File: config.mk
export PLATFORM = sky130hd
export DESIGN_NAME = rat_path_tracker_flat
export DESIGN_NICKNAME = d
export VERILOG_FILES = /design/src/rtl/rat_path_tracker_if.sv /design/src/rtl/rat_path_tracker.sv /design/src/flat_wrapper.sv
export SDC_FILE = /design/constraint.sdc
export NUM_CORES = 1
export LEC_CHECK = 0
export ABC_AREA = 1
export BUFFER_PORTS_ARGS = -buffer_cell sky130_fd_sc_hd__buf_4
export CAP_MARGIN = 25
export CORE_ASPECT_RATIO = 1.5
export CORE_MARGIN = 2
export CORE_UTILIZATION = 31
export CTS_BUF_LIST = sky130_fd_sc_hd__clkbuf_4 sky130_fd_sc_hd__clkbuf_8 sky130_fd_sc_hd__clkbuf_16
export DETAILED_ROUTE_END_ITERATION = 8
export PLACE_DENSITY_LB_ADDON = 0.1
export SYNTH_ARGS = -nofsm -noshare
export SYNTH_HDL_FRONTEND = slang
export SYNTH_SLANG_ARGS = --single-unit
File: constraint.sdc
create_clock -name clk -period 2.1 [get_ports clk]
set_input_delay 0.21 -clock clk [delete_from_list [all_inputs] [get_ports clk]]
set_output_delay 0.21 -clock clk [all_outputs]
set_load 0.005 [all_outputs]
File: src/rtl/rat_path_tracker_if.sv
// ============================================================================
//  Module   : rat_path_tracker_if
//  Purpose  : Solver/replay handshake bundle between the maze solver side and
//             the rat path tracker.
//  Revision : 1.0  initial release
// ============================================================================
`default_nettype none

interface rat_path_tracker_if #(
    parameter int CW = 4,
    parameter int AW = 8
);
    logic          done;
    logic          fail;
    logic [1:0]    move;
    logic          move_valid;
    logic          move_last;
    logic          run;
    logic          replay;
    logic [1:0]    out_move;
    logic          out_valid;
    logic [CW-1:0] row;
    logic [CW-1:0] col;
    logic [AW:0]   path_len;
    logic          ready;
    logic          no_path;
    logic          err;

    modport master (
        output done, fail, move, move_valid, move_last, replay,
        input  run, out_move, out_valid, row, col, path_len, ready, no_path, err
    );

    modport slave (
        input  done, fail, move, move_valid, move_last, replay,
        output run, out_move, out_valid, row, col, path_len, ready, no_path, err
    );
endinterface

`default_nettype wire

File: src/rtl/rat_path_tracker.sv
// ============================================================================
//  Module   : rat_path_tracker
//  Purpose  : Captures the solved move sequence, tracks and bounds-checks the
//             rat position, and replays the stored path one move per cycle.
//  Revision : 1.0  initial release
// ============================================================================
`default_nettype none

module rat_path_tracker #(
    parameter int N     = 16,
    parameter int CW    = 4,
    parameter int DEPTH = 256,
    parameter int AW    = 8
) (
    input  wire logic          clk,
    input  wire logic          rst,
    rat_path_tracker_if.slave  bus
);

    typedef enum logic [2:0] {
        S_IDLE    = 3'd0,
        S_CAPTURE = 3'd1,
        S_READY   = 3'd2,
        S_REPLAY  = 3'd3,
        S_NOFAIL  = 3'd4,
        S_ERR     = 3'd5
    } state_t;

    state_t        r_state;
    state_t        w_state_next;

    logic [1:0]    r_mem [DEPTH];
    logic [1:0]    r_rd_data;
    logic          r_rd_valid;
    logic [AW:0]   r_path_len;
    logic [AW:0]   r_rp;
    logic [CW-1:0] r_row;
    logic [CW-1:0] r_col;
    logic [1:0]    r_out_move;
    logic          r_out_valid;

    logic          w_accept;
    logic          w_oob;
    logic          w_ovf;
    logic          w_store;
    logic [2*CW-1:0] w_cap_pos;
    logic [2*CW-1:0] w_rep_pos;

    // True when the move would leave the N x N grid from (row, col).
    function automatic logic f_oob(input logic [1:0] mv,
                                   input logic [CW-1:0] row,
                                   input logic [CW-1:0] col);
        logic v;
        case (mv)
            2'b00:   v = (col == CW'(N - 1));
            2'b01:   v = (row == CW'(N - 1));
            2'b10:   v = (col == '0);
            default: v = (row == '0);
        endcase
        return v;
    endfunction

    function automatic logic [2*CW-1:0] f_step(input logic [1:0] mv,
                                               input logic [CW-1:0] row,
                                               input logic [CW-1:0] col);
        logic [CW-1:0] r;
        logic [CW-1:0] c;
        r = row;
        c = col;
        case (mv)
            2'b00:   c = col + CW'(1);
            2'b01:   r = row + CW'(1);
            2'b10:   c = col - CW'(1);
            default: r = row - CW'(1);
        endcase
        return {r, c};
    endfunction

    assign w_accept  = (r_state == S_CAPTURE) && bus.move_valid;
    assign w_oob     = f_oob(bus.move, r_row, r_col);
    assign w_ovf     = (r_path_len == (AW+1)'(DEPTH));
    assign w_store   = w_accept && !w_oob && !w_ovf;
    assign w_cap_pos = f_step(bus.move, r_row, r_col);
    assign w_rep_pos = f_step(r_rd_data, r_row, r_col);

    always_ff @(posedge clk or posedge rst) begin
        if (rst) begin
            r_state <= S_IDLE;
        end else begin
            r_state <= w_state_next;
        end
    end

    always_comb begin
        w_state_next = r_state;
        case (r_state)
            S_IDLE: begin
                if (bus.fail) begin
                    w_state_next = S_NOFAIL;
                end else if (bus.done) begin
                    w_state_next = S_CAPTURE;
                end
            end
            S_CAPTURE: begin
                if (w_accept && (w_oob || w_ovf)) begin
                    w_state_next = S_ERR;
                end else if (w_store && bus.move_last) begin
                    w_state_next = S_READY;
                end
            end
            S_READY: begin
                if (bus.replay) begin
                    w_state_next = S_REPLAY;
                end
            end
            S_REPLAY: begin
                // Leave only once the final read has drained to the output stage.
                if ((r_rp == r_path_len) && !r_rd_valid) begin
                    w_state_next = S_READY;
                end
            end
            default: w_state_next = r_state;
        endcase
    end

    // The stored length doubles as the write pointer.
    always_ff @(posedge clk) begin
        if (w_store) begin
            r_mem[r_path_len[AW-1:0]] <= bus.move;
        end
        r_rd_data <= r_mem[r_rp[AW-1:0]];
    end

    always_ff @(posedge clk or posedge rst) begin
        if (rst) begin
            r_path_len  <= '0;
            r_rp        <= '0;
            r_row       <= '0;
            r_col       <= '0;
            r_rd_valid  <= 1'b0;
            r_out_valid <= 1'b0;
            r_out_move  <= 2'b00;
        end else begin
            r_rd_valid  <= 1'b0;
            r_out_valid <= 1'b0;
            case (r_state)
                S_IDLE: begin
                    if (bus.done && !bus.fail) begin
                        r_path_len <= '0;
                        r_row      <= '0;
                        r_col      <= '0;
                    end
                end
                S_CAPTURE: begin
                    if (w_store) begin
                        r_path_len     <= r_path_len + (AW+1)'(1);
                        {r_row, r_col} <= w_cap_pos;
                    end
                end
                S_READY: begin
                    if (bus.replay) begin
                        r_rp  <= '0;
                        r_row <= '0;
                        r_col <= '0;
                    end
                end
                S_REPLAY: begin
                    if (r_rp != r_path_len) begin
                        r_rp       <= r_rp + (AW+1)'(1);
                        r_rd_valid <= 1'b1;
                    end
                    if (r_rd_valid) begin
                        r_out_valid    <= 1'b1;
                        r_out_move     <= r_rd_data;
                        {r_row, r_col} <= w_rep_pos;
                    end
                end
                default: ;
            endcase
        end
    end

    assign bus.run       = (r_state == S_CAPTURE);
    assign bus.ready     = (r_state == S_READY);
    assign bus.no_path   = (r_state == S_NOFAIL);
    assign bus.err       = (r_state == S_ERR);
    assign bus.out_valid = r_out_valid;
    assign bus.out_move  = r_out_move;
    assign bus.row       = r_row;
    assign bus.col       = r_col;
    assign bus.path_len  = r_path_len;

endmodule

`default_nettype wire

File: src/flat_wrapper.sv
// flat-port wrapper written by rule: the top's interface ports become plain ports
module rat_path_tracker_flat 
#(
    parameter int N     = 16,
    parameter int CW    = 4,
    parameter int DEPTH = 256,
    parameter int AW    = 8
)
  (clk, rst, bus_done, bus_fail, bus_move, bus_move_valid, bus_move_last, bus_replay, bus_run, bus_out_move, bus_out_valid, bus_row, bus_col, bus_path_len, bus_ready, bus_no_path, bus_err);
  rat_path_tracker_if #(.CW(CW), .AW(AW)) bus_i ();
  input  wire logic clk;
  input  wire logic rst;
  input wire logic [$bits(bus_i.done)-1:0] bus_done;
  input wire logic [$bits(bus_i.fail)-1:0] bus_fail;
  input wire logic [$bits(bus_i.move)-1:0] bus_move;
  input wire logic [$bits(bus_i.move_valid)-1:0] bus_move_valid;
  input wire logic [$bits(bus_i.move_last)-1:0] bus_move_last;
  input wire logic [$bits(bus_i.replay)-1:0] bus_replay;
  output wire logic [$bits(bus_i.run)-1:0] bus_run;
  output wire logic [$bits(bus_i.out_move)-1:0] bus_out_move;
  output wire logic [$bits(bus_i.out_valid)-1:0] bus_out_valid;
  output wire logic [$bits(bus_i.row)-1:0] bus_row;
  output wire logic [$bits(bus_i.col)-1:0] bus_col;
  output wire logic [$bits(bus_i.path_len)-1:0] bus_path_len;
  output wire logic [$bits(bus_i.ready)-1:0] bus_ready;
  output wire logic [$bits(bus_i.no_path)-1:0] bus_no_path;
  output wire logic [$bits(bus_i.err)-1:0] bus_err;
  assign bus_i.done = bus_done;
  assign bus_i.fail = bus_fail;
  assign bus_i.move = bus_move;
  assign bus_i.move_valid = bus_move_valid;
  assign bus_i.move_last = bus_move_last;
  assign bus_i.replay = bus_replay;
  assign bus_run = bus_i.run;
  assign bus_out_move = bus_i.out_move;
  assign bus_out_valid = bus_i.out_valid;
  assign bus_row = bus_i.row;
  assign bus_col = bus_i.col;
  assign bus_path_len = bus_i.path_len;
  assign bus_ready = bus_i.ready;
  assign bus_no_path = bus_i.no_path;
  assign bus_err = bus_i.err;
  rat_path_tracker #(.N(N), .CW(CW), .DEPTH(DEPTH), .AW(AW)) u_core (.clk(clk), .rst(rst), .bus(bus_i));
endmodule
==> run_results.csv, run 1 <==
group,metric,value,unit
outcome,outcome,"finished with violations",
outcome,failed_checks,"negative setup slack",
yosys,simple_gate_share_of_the_synthesized_area,22.9,%
grt,vias_in_the_first_global_route,18600,
worst_setup_path,worst_setup_path_start_kind,"flop",
clock_network,tritoncts,"done",
placement,gp_congestion,0.809,
yosys,syn_avg_cell_area,9.76,um^2
yosys,most_frequently_used_flop_master_after_synthesis,"edfxtp_1",
routing,vias_per_std_cell,4.83,
yosys,postSynth.asyncResetShare,6.03,%
flow_run,cap_violations,0,
worst_setup_path,crit-reg2reg-launch,"u_core.r_rp[0]",
timing,timing.final.crit_share,102,%
grt,grt_util_met1,21.4,%
yosys,post_synth_inst_count,2551,
yosys,netlist-cell-type-count,39,
grt,grt_start_max_net_pins,189,
worst_setup_path,timing.critical_path.slowest_stage_cell,"dfrtp_4",
routing,drt-wirelength-per-cell,21.5,um
routing,routed-via-count,18300,
timing,setup-tns-final,-47.5,ps
floorplanning,pin_count,33,
grt,grt_pass1_wl,115000,um
routing,totalWireLength,81300,um
timing,timing.final.ws_setup,-34.2,ps
grt,groute.usage.overall,18.8,%
clock_network,tritoncts.num_buffers,54,
pwr,power.density,727,nW/um^2
grt,grt_antenna_before_repair,0,
clock_network,cts.htree.levels,2,
yosys,synth_top_family_by_area,"simple AND/OR/NAND/NOR gates",
yosys,synth-edff-count,512,
grt,grtUsageMet3,2.06,%
clock_network,clock_sink_count,547,
yosys,synth_mux_area_share,0,%
finish,layout-area-overhead-vs-synth,26.1,%
pwr,total_power,22.8,mW
grt,busiest_layer,"met2",
yosys,post_synthesis_sequential_element_count,547,
timing,timing.final.max_slew_violations,0,
floorplanning,die_h,351,um
finish,instances_no_fill,3782,
pwr,max-vdd-ir-drop,628,uV
timing,finalClockSkew,17.3,ps
finish,post_layout_inst_area,31400,um^2
routing,drcViolationCount,0,
worst_hold_path,hold_start,"bus_done",
clock_network,cts_root_buf,"clkbuf_16",
placement,dpl.cell_count,3634,
yosys,net_count_after_synthesis,2570,
worst_setup_path,setup.worst_path.start,"u_core.r_rp[0]",
yosys,cell_area_after_technology_mapping,24900,um^2
worst_setup_path,critical_path.cell_chain,"buf_12 -> clkbuf_16 -> clkbuf_16 -> nor2_1 -> nor2_1 -> o21ai_0 -> nand3_1 -> nand3_1 -> nand2_1 -> nand3_2 -> nand3_1 -> nand3_2 -> nand2_1",
timing,report.final.setup_viol,2,
floorplanning,die_area,82600,um^2
timing,worst_hold_slack,78.9,ps
floorplanning,chipWidth,235,um
finish,num_antenna_cells,0,
yosys,post_synth_fa_ha_maj_area_fraction,0.503,%
worst_setup_path,timing.critical_path.to_type,"flop",
placement,place_area,27800,um^2
worst_hold_path,hold_path.class,"in -> reg",
finish,fill_cells,7907,
clock_network,worstSkewPairLatency,630,ps
timing,min_period,2130,ps
timing,worst_max_slew_pin_slew,1080,ps
yosys,post_synth_xor_area_fraction,0.950,%
finish,drive_gt1_share,21.9,%
floorplanning,core_outline_area,79800,um^2
timing,hold_violations_final,0,
clock_network,cts_buffer_depth,3,
worst_setup_path,worstPathMaxFanout,11,
floorplanning,initial_utilization,31.2,%
routing,drt-initial-drc-count,936,
yosys,synth_compound_area_share,4.70,%
worst_setup_path,worst_path_most_repeated_cell,"nand3_1",
worst_setup_path,critical_path_arrival,2660,ps
timing,slew_headroom,27.8,%
pwr,power_leakage,11.7,nW
placement,worst_slack_at_placement,-176,ps
worst_setup_path,critPathMaxStageDelay,490,ps
worst_setup_path,critPathKind,"reg -> reg",
placement,place_hpwl,47100,um
worst_setup_path,worst_ep_required_time,2620,ps
yosys,ys.warnings.count,0,
routing,drt_pre_antenna_iters,5,
finish,final_util,39.4,%
finish,final_nets,2723,
clock_network,clkTransAtPathRegs,70,ps
timing,max_freq,469,MHz
routing,detail-route-antenna-nets,0,
yosys,synth-seq-area-share,65.2,%
placement,buffer_ports.inserted,32,
timing,grt_setup_unrepaired,"yes",
grt,grt.met2_usage,36.1,%
grt,gr-total-overflow,0,
floorplanning,num_rows,127,
## cell type report
type | count | area [um^2] | share of cell area (%)
repair buffers | 239 | 2940 | 9.36
clock inverters | 39 | 495 | 1.58
clock buffers | 63 | 1440 | 4.57
multi-input cells | 1654 | 8130 | 25.9
repair inverters | 3 | 48.8 | 0.155
well taps | 1032 | 1290 | 4.11
flip-flops and latches | 547 | 16200 | 51.7
inverters | 205 | 811 | 2.58
## worst paths after layout
check / to / slack (ps) / cells past startpoint
setup reg to reg: u_core.r_rd_data[1] / -30 / 13
hold / removal: u_core.bus.path_len[0] / 80 / 5
setup / recovery: u_core.r_rd_data[1] / -30 / 13
hold reg to reg: u_core.bus.out_move[1] / 500 / 2
max in group asynchronous: u_core.r_rp[0] / 1700 / 4
min in group asynchronous: u_core.r_state[0] / 200 / 4
## routing by layer
layer,up-vias,wire (um)
met5,-,0
met3,134,2760
met2,332,42800
li1,8755,-
met4,0,3280
met1,9036,32500
## sequential cells by signal (all words and copies together) (netlist names)
register and count:
u_core.bus.col 4, u_core.bus.out_valid 1, u_core.bus.row 4, u_core.r_rd_valid 1
u_core.r_mem 512, u_core.r_rp 9, u_core.bus.path_len 9, u_core.bus.out_move 2
u_core.r_rd_data 2, u_core.r_state 3
## cell usage after synthesis (2+ instances only)
| master | number | area share [%] |
|---|---|---|
| nand2_1 | 625 | 9.4 |
| nor2_1 | 526 | 7.9 |
| edfxtp_1 | 512 | 62 |
| nand3_1 | 204 | 4.1 |
| inv_1 | 189 | 2.8 |
| o21ai_0 | 158 | 3.2 |
| clkbuf_1 | 71 | 1.1 |
| buf_2 | 47 | 0.94 |
| dfrtp_1 | 33 | 3.3 |
| a21oi_1 | 28 | 0.56 |
| xor2_1 | 23 | 0.81 |
| buf_1 | 17 | 0.26 |
| o211ai_1 | 15 | 0.45 |
| ha_1 | 10 | 0.50 |
| nor3_1 | 10 | 0.20 |
| inv_2 | 9 | 0.14 |
| nand4_1 | 9 | 0.23 |
| buf_4 | 7 | 0.21 |
| nand4_2 | 7 | 0.35 |
| clkinv_1 | 6 | 0.090 |
| nand2_2 | 6 | 0.15 |
| o22ai_1 | 5 | 0.13 |
| or2_2 | 4 | 0.10 |
| xnor2_1 | 4 | 0.14 |
| a22oi_1 | 3 | 0.090 |
| nand3_4 | 3 | 0.21 |
| nor4_1 | 3 | 0.075 |
| a21boi_0 | 2 | 0.060 |
| a31oi_1 | 2 | 0.050 |
| buf_6 | 2 | 0.090 |
| dfxtp_1 | 2 | 0.16 |
| nor2_2 | 2 | 0.050 |
## where the power goes
part	internal (mW)	total, mW	switching [mW]	leakage, nW
Clock	6.37	10.7	4.31	0.954
Sequential	11.9	11.9	0	4.99
Combinational	0.0334	0.225	0.192	5.74
Total	18.3	22.8	4.50	11.7
## cell usage in the layout (no fill, tap or decap), drive strengths merged
| cell type | n |
|---|---|
| a21boi | 2 |
| a21oi | 29 |
| a22oi | 3 |
| a31oi | 3 |
| a32oi | 1 |
| buf | 222 |
| bufbuf | 2 |
| bufinv | 12 |
| clkbuf | 75 |
| clkinv | 32 |
| dfrtp | 33 |
| dfxtp | 2 |
| dlygate4sd3 | 3 |
| edfxtp | 512 |
| ha | 10 |
| inv | 203 |
| nand2 | 631 |
| nand3 | 207 |
| nand4 | 16 |
| nor2 | 529 |
| nor3 | 10 |
| nor4 | 3 |
| o211ai | 15 |
| o21ai | 158 |
| o22ai | 5 |
| o311ai | 1 |
| or2 | 4 |
| xnor2 | 4 |
| xor2 | 23 |
## cells by family (layout without fill, tap and decap cells)
logic type	after synthesis	count (layout)
buffers and inverters	350	549
flip-flops	547	547
XOR/XNOR	27	27
AO/OA/AOI/OAI	217	217
adder cells (fa/ha/maj)	10	10
AND/OR/NAND/NOR	1400	1400
## timing repair
item / 4_1_cts / 5_1_grt
buffers inserted: 3 / 19
gates cloned: 4 / 18
setup endpoints to repair: 501 / 522
pin swaps: 5 / 31
hold buffers: 3 / 0
hold endpoints to repair: 36 / 0
resized for setup: 42 / 263
## worst max-delay path, delay by kind of cell, from the launching register on
| kind | cells | cell delay [ps] |
|---|---|---|
| and+or+nand+nor | 9 | 870 |
| AOI/OAI and AO/OA | 1 | 70 |
| DFF | 1 | 490 |
| buffers and inverters | 3 | 560 |
No activity file was read; power rests on OpenSTA's default activity.
==> inputs of run 2 (changes only) <==
--- a/config.mk
+++ b/config.mk
@@ -10,7 +10,7 @@
 export CAP_MARGIN = 25
 export CORE_ASPECT_RATIO = 1.5
 export CORE_MARGIN = 2
-export CORE_UTILIZATION = 31
+export CORE_UTILIZATION = 32
 export CTS_BUF_LIST = sky130_fd_sc_hd__clkbuf_4 sky130_fd_sc_hd__clkbuf_8 sky130_fd_sc_hd__clkbuf_16
 export DETAILED_ROUTE_END_ITERATION = 8
 export PLACE_DENSITY_LB_ADDON = 0.1
==> run_results.csv, run 2 (synthesis gave the netlist of run 1 again) <==
group,metric,value,unit
timing,hold_violations_final,0,
clock_network,worstSkewPairLatency,640,ps
worst_hold_path,hold_path.class,"in -> reg",
pwr,total_power,22.5,mW
finish,final_nets,2727,
worst_setup_path,critical_path.cell_chain,"inv_2 -> ha_4 -> inv_4 -> nor2_4 -> a31oi_4 -> nand3_4 -> buf_12 -> inv_12 -> nand4_4 -> clkbuf_16 -> nor2_4",
clock_network,cts_buffer_depth,3,
flow_run,cap_violations,0,
finish,flip_flop_count_of_the_largest_register_all_copies_and_words_added,512,
timing,timing.final.ws_setup,-4.40,ps
worst_setup_path,worst_ep_required_time,2440,ps
worst_setup_path,timing.critical_path.to_type,"flop",
finish,most-common-layout-cells,"610 x nand2_1, 512 x edfxtp_1, 331 x nor2_1",
outcome,failed_checks,"negative setup slack",
finish,fill_cells,7683,
worst_setup_path,critPathKind,"reg -> reg",
timing,max_freq,475,MHz
floorplanning,chipWidth,232,um
clock_network,cts_root_buf,"clkbuf_16",
floorplanning,initial_utilization,32.2,%
timing,min_period,2100,ps
pwr,power.density,716,nW/um^2
timing,report.final.setup_viol,5,
timing,timing.final.crit_share,100,%
routing,drt-initial-drc-count,1212,
routing,drt-wirelength-per-cell,22.3,um
worst_setup_path,worstPathMaxFanout,8,
routing,routed-via-count,18400,
floorplanning,pin_count,33,
grt,gr-total-overflow,0,
clock_network,tritoncts,"done",
placement,place_hpwl,47800,um
placement,gp_congestion,0.804,
grt,vias_in_the_first_global_route,19000,
routing,drt_pre_antenna_iters,5,
floorplanning,die_area,80100,um^2
finish,layout_commonest_cell,"nand2_1",
pwr,power.net_switching,4.59,mW
timing,finalClockSkew,21.5,ps
floorplanning,die_h,346,um
timing,slew_headroom,2.81,%
grt,grt_antenna_before_repair,0,
timing,worst_hold_slack,94.6,ps
pwr,max-vdd-ir-drop,643,uV
timing,timing.final.max_slew_violations,0,
floorplanning,num_rows,125,
timing,grt_setup_unrepaired,"yes",
clock_network,cts.htree.levels,2,
pwr,share_seq_of_total_power,53.0,%
grt,grt_start_max_net_pins,199,
floorplanning,core_outline_area,77300,um^2
routing,drcViolationCount,0,
worst_setup_path,worst_path_most_repeated_cell,"nor2_4",
finish,num_antenna_cells,0,
grt,groute.usage.overall,20.3,%
timing,worst_max_slew_pin_slew,1460,ps
pwr,share_comb_of_total_power,1.1,%
pwr,power_leakage,11.7,nW
placement,buffer_ports.inserted,32,
pwr,power.share.clock,45.9,%
routing,detail-route-antenna-nets,0,
outcome,outcome,"finished with violations",
routing,totalWireLength,83800,um
pwr,internal_power,17.9,mW
routing,vias_per_std_cell,4.90,
worst_setup_path,critPathMaxStageDelay,360,ps
worst_setup_path,critical_path_arrival,2440,ps
clock_network,clock_sink_count,547,
worst_setup_path,timing.critical_path.slowest_stage_cell,"dfrtp_1",
clock_network,tritoncts.num_buffers,55,
finish,drive_gt1_share,22.4,%
pwr,power.share.switching,20.4,%
worst_setup_path,worst_setup_path_start_kind,"flop",
clock_network,clkTransAtPathRegs,60,ps
grt,grt_pass1_wl,121000,um
finish,layout-area-overhead-vs-synth,26.2,%
run 2: timing repair:
| action | 4_1_cts | 5_1_grt |
|---|---|---|
| setup buffers | 5 | 13 |
| hold buffers | 4 | 0 |
| pin swaps | 3 | 29 |
| resized for setup | 112 | 210 |
| hold endpoints to repair | 10 | 0 |
| cloned | 7 | 13 |
| endpoints found under the setup margin | 468 | 537 |
run 2: worst paths after layout:
| check | slack, ps | to | from | cells past startpoint |
|---|---|---|---|---|
| max | -4 | u_core.r_mem[43][0] | u_core.bus.path_len[0] | 11 |
| min | 90 | u_core.bus.path_len[0] | bus_done | 5 |
| max reg2reg | -4 | u_core.r_mem[43][0] | u_core.bus.path_len[0] | 11 |
| min reg2reg | 500 | u_core.bus.out_move[1] | u_core.bus.out_move[1] | 2 |
| max in group asynchronous | 1220 | u_core.bus.path_len[6] | rst | 4 |
| min in group asynchronous | 220 | u_core.bus.col[0] | rst | 3 |
run 2: routing by layer:
layer / GRT usage [%] / up-vias / part of all wire (%)
li1: - / 8779 / -
met1: 24.2 / 9192 / 40
met5: 0 / - / 0
met3: 2.35 / 123 / 3.3
met2: 37.5 / 344 / 53
met4: 6.82 / 0 / 3.4
run 2: power by group through the flow:
stage               logic, mW  registers, mW  clock network (mW)
finish                  0.236           11.9                10.3
global route            0.260           11.9                10.9
CTS                     0.243           11.9                10.5
detailed placement      0.237           12.1                   0
global placement        0.240           12.1                   0
floorplan              0.0154           12.1                   0
run 2: stage by stage:
stage | utilization [%] | setup WS (ps) | std cells | instance area [um^2] | setup TNS [ps]
floorplan | - | -36.5 | 2551 | 25000 | -4050
global placement | 36.0 | -252 | 3625 | 27800 | -28540
detailed placement | 36.0 | -265 | 3625 | 27800 | -36600
CTS | 39.1 | -77.4 | 3740 | 30200 | -7180
global route | 40.6 | -83.3 | 3766 | 31400 | -3710
finish | 40.6 | -4.40 | 3766 | 31400 | -11.5
run 2: worst max-delay path, delay by kind of cell, from the launching register on:
kind	cells	cell delay (ps)
buffers and inverters	5	630
AND/OR/NAND/NOR	4	420
flip-flops	1	360
AO/OA/AOI/OAI	1	220
adder cells (fa/ha/maj)	1	170
run 2: final cells by class:
type / instances / area [um^2] / share of cell area, %
clock buffers: 63 / 1450 / 4.63
clock inverters: 36 / 395 / 1.26
inverters: 205 / 805 / 2.56
multi-input cells: 1654 / 8240 / 26.2
flip-flops and latches: 547 / 16200 / 51.7
well taps: 1016 / 1270 / 4.05
repair buffers: 242 / 2960 / 9.41
repair inverters: 3 / 38.8 / 0.124
==> inputs of run 3 (changes only) <==
--- a/config.mk
+++ b/config.mk
@@ -14,6 +14,8 @@
 export CTS_BUF_LIST = sky130_fd_sc_hd__clkbuf_4 sky130_fd_sc_hd__clkbuf_8 sky130_fd_sc_hd__clkbuf_16
 export DETAILED_ROUTE_END_ITERATION = 8
 export PLACE_DENSITY_LB_ADDON = 0.1
+export SETUP_SLACK_MARGIN = 0.1
+export SKIP_LAST_GASP = 1
 export SYNTH_ARGS = -nofsm -noshare
 export SYNTH_HDL_FRONTEND = slang
 export SYNTH_SLANG_ARGS = --single-unit
==> run_results.csv, run 3 (synthesis gave the netlist of run 1 again) <==
group,metric,value,unit
outcome,outcome,"finished with violations",
outcome,failed_checks,"negative setup slack",
placement,buffer_ports.inserted,32,
placement,gp_congestion,0.812,
timing,slew_headroom,45.2,%
routing,drt_pre_antenna_iters,5,
timing,timing.final.crit_share,102,%
timing,timing.final.max_slew_violations,0,
pwr,power.density,674,nW/um^2
floorplanning,pin_count,33,
timing,report.final.setup_viol,13,
clock_network,worstSkewPairLatency,640,ps
pwr,max-vdd-ir-drop,657,uV
routing,drcViolationCount,0,
worst_setup_path,timing.critical_path.to_type,"flop",
worst_setup_path,worst_ep_required_time,2410,ps
floorplanning,core_outline_area,77300,um^2
finish,layout_commonest_cell,"nand2_1",
grt,grt_antenna_before_repair,0,
worst_hold_path,hold_path.class,"in -> reg",
worst_setup_path,cp.buffers_inverters,3,
timing,finalClockSkew,21.0,ps
pwr,power_leakage,11.8,nW
clock_network,cts_root_buf,"clkbuf_16",
pwr,power.share.clock,44.7,%
placement,worst_slack_at_placement,-87.4,ps
finish,most-common-layout-cells,"593 x nand2_1, 512 x edfxtp_1, 274 x nor2_1",
worst_setup_path,worst_setup_path_start_kind,"flop",
grt,grt_start_max_net_pins,138,
clock_network,cts.htree.levels,2,
clock_network,tritoncts,"done",
pwr,power.share.switching,20.5,%
worst_setup_path,rr_worst_depth,6,
routing,vias_per_std_cell,4.90,
pwr,total_power,22.0,mW
pwr,power.net_switching,4.51,mW
clock_network,clock_sink_count,547,
grt,gr-total-overflow,0,
floorplanning,chipWidth,232,um
routing,drt-initial-drc-count,1104,
clock_network,cts_buffer_depth,3,
grt,grt_pass1_wl,121000,um
timing,min_period,2140,ps
floorplanning,initial_utilization,32.2,%
worst_setup_path,critPathTopFamily,"simple AND/OR/NAND/NOR gates",
clock_network,tritoncts.num_buffers,55,
worst_setup_path,critical_path_arrival,2460,ps
routing,totalWireLength,82800,um
timing,worst_max_slew_pin_slew,822,ps
worst_setup_path,worstPathMaxFanout,8,
timing,grt_setup_unrepaired,"yes",
grt,groute.usage.overall,20.5,%
flow_run,cap_violations,0,
pwr,internal_power,17.5,mW
worst_setup_path,critPathKind,"reg -> reg",
finish,final_nets,2749,
timing,hold_violations_final,0,
finish,num_antenna_cells,0,
floorplanning,die_h,346,um
worst_setup_path,timing.critical_path.slowest_stage_cell,"nor2_1",
finish,layout-area-overhead-vs-synth,31.1,%
finish,flip_flop_count_of_the_largest_register_all_copies_and_words_added,512,
worst_hold_path,worst_hold_path.num_cells,2,
floorplanning,num_rows,125,
routing,routed-via-count,18600,
worst_setup_path,critical_path.cell_chain,"buf_4 -> nor2_1 -> inv_1 -> nor2_1 -> inv_1 -> nor3_1",
routing,drt-wirelength-per-cell,21.8,um
pwr,share_seq_of_total_power,54.2,%
worst_setup_path,path_depth,6,
placement,place_hpwl,48800,um
routing,detail-route-antenna-nets,0,
timing,timing.final.ws_setup,-44.5,ps
clock_network,clkTransAtPathRegs,60,ps
finish,drive_gt1_share,26.2,%
pwr,share_comb_of_total_power,1.2,%
worst_setup_path,critPathMaxStageDelay,480,ps
timing,max_freq,466,MHz
floorplanning,die_area,80100,um^2
grt,vias_in_the_first_global_route,18900,
run 3: final timing paths:
| check | from | end | slack (ps) |
|---|---|---|---|
| worst min-delay path | bus_move[0] | u_core.r_mem[92][0] | 90 |
| min in group asynchronous | rst | u_core.r_rp[0] | 270 |
| worst min register to register | u_core.bus.out_move[1] | u_core.bus.out_move[1] | 500 |
| worst max-delay path | u_core.bus.path_len[6] | u_core.r_mem[186][0] | -40 |
| worst max register to register | u_core.bus.path_len[6] | u_core.r_mem[186][0] | -40 |
| max in group asynchronous | rst | u_core.bus.row[3] | 1200 |
run 3: layout make-up:
cell class	count	area, um^2
fillers	7543	44600
flip-flops and latches	547	16200
multi-input cells	1654	9160
repair buffers	264	3290
clock buffers	68	1490
well taps	1016	1270
inverters	205	818
clock inverters	34	293
repair inverters	3	62.6
run 3: what timing repair did:
action | in CTS | in global routing
pin swaps | 18 | 26
hold endpoints to repair | 12 | 0
endpoints found under the setup margin | 480 | 538
resized for setup | 259 | 268
setup buffers | 17 | 9
cloned | 15 | 11
hold buffers | 3 | 0
run 3: metrics by stage:
stage | setup TNS, ps | cell area [um^2] | hold WS (ps) | utilization, % | std cells
after global placement | -1730 | 28000 | 359 | 36.3 | 3636
final | -185 | 32600 | 94.2 | 42.2 | 3791
after floorplan | 0 | 25300 | 309 | - | 2551
after detailed placement | -2150 | 28000 | 380 | 36.3 | 3636
after CTS | -0.260 | 31300 | 54.5 | 40.5 | 3773
after global routing | -10180 | 32600 | 71.3 | 42.2 | 3791
run 3: power by group through the flow:
| stage | clock network, mW | logic [mW] | registers, mW |
|---|---|---|---|
| final | 9.82 | 0.253 | 11.9 |
| after global routing | 10.5 | 0.277 | 11.9 |
| after global placement | 0 | 0.257 | 12.1 |
| after floorplan | 0 | 0.0154 | 12.1 |
| after CTS | 10.1 | 0.262 | 11.9 |
| after detailed placement | 0 | 0.257 | 12.1 |
run 3: metal layers:
metal / global-route usage, % / vias up / share of wire, %
li1: - / 8819 / -
met1: 24.4 / 9259 / 40
met2: 38.4 / 365 / 54
met3: 2.23 / 121 / 3.5
met4: 5.76 / 0 / 2.9
met5: 0 / - / 0
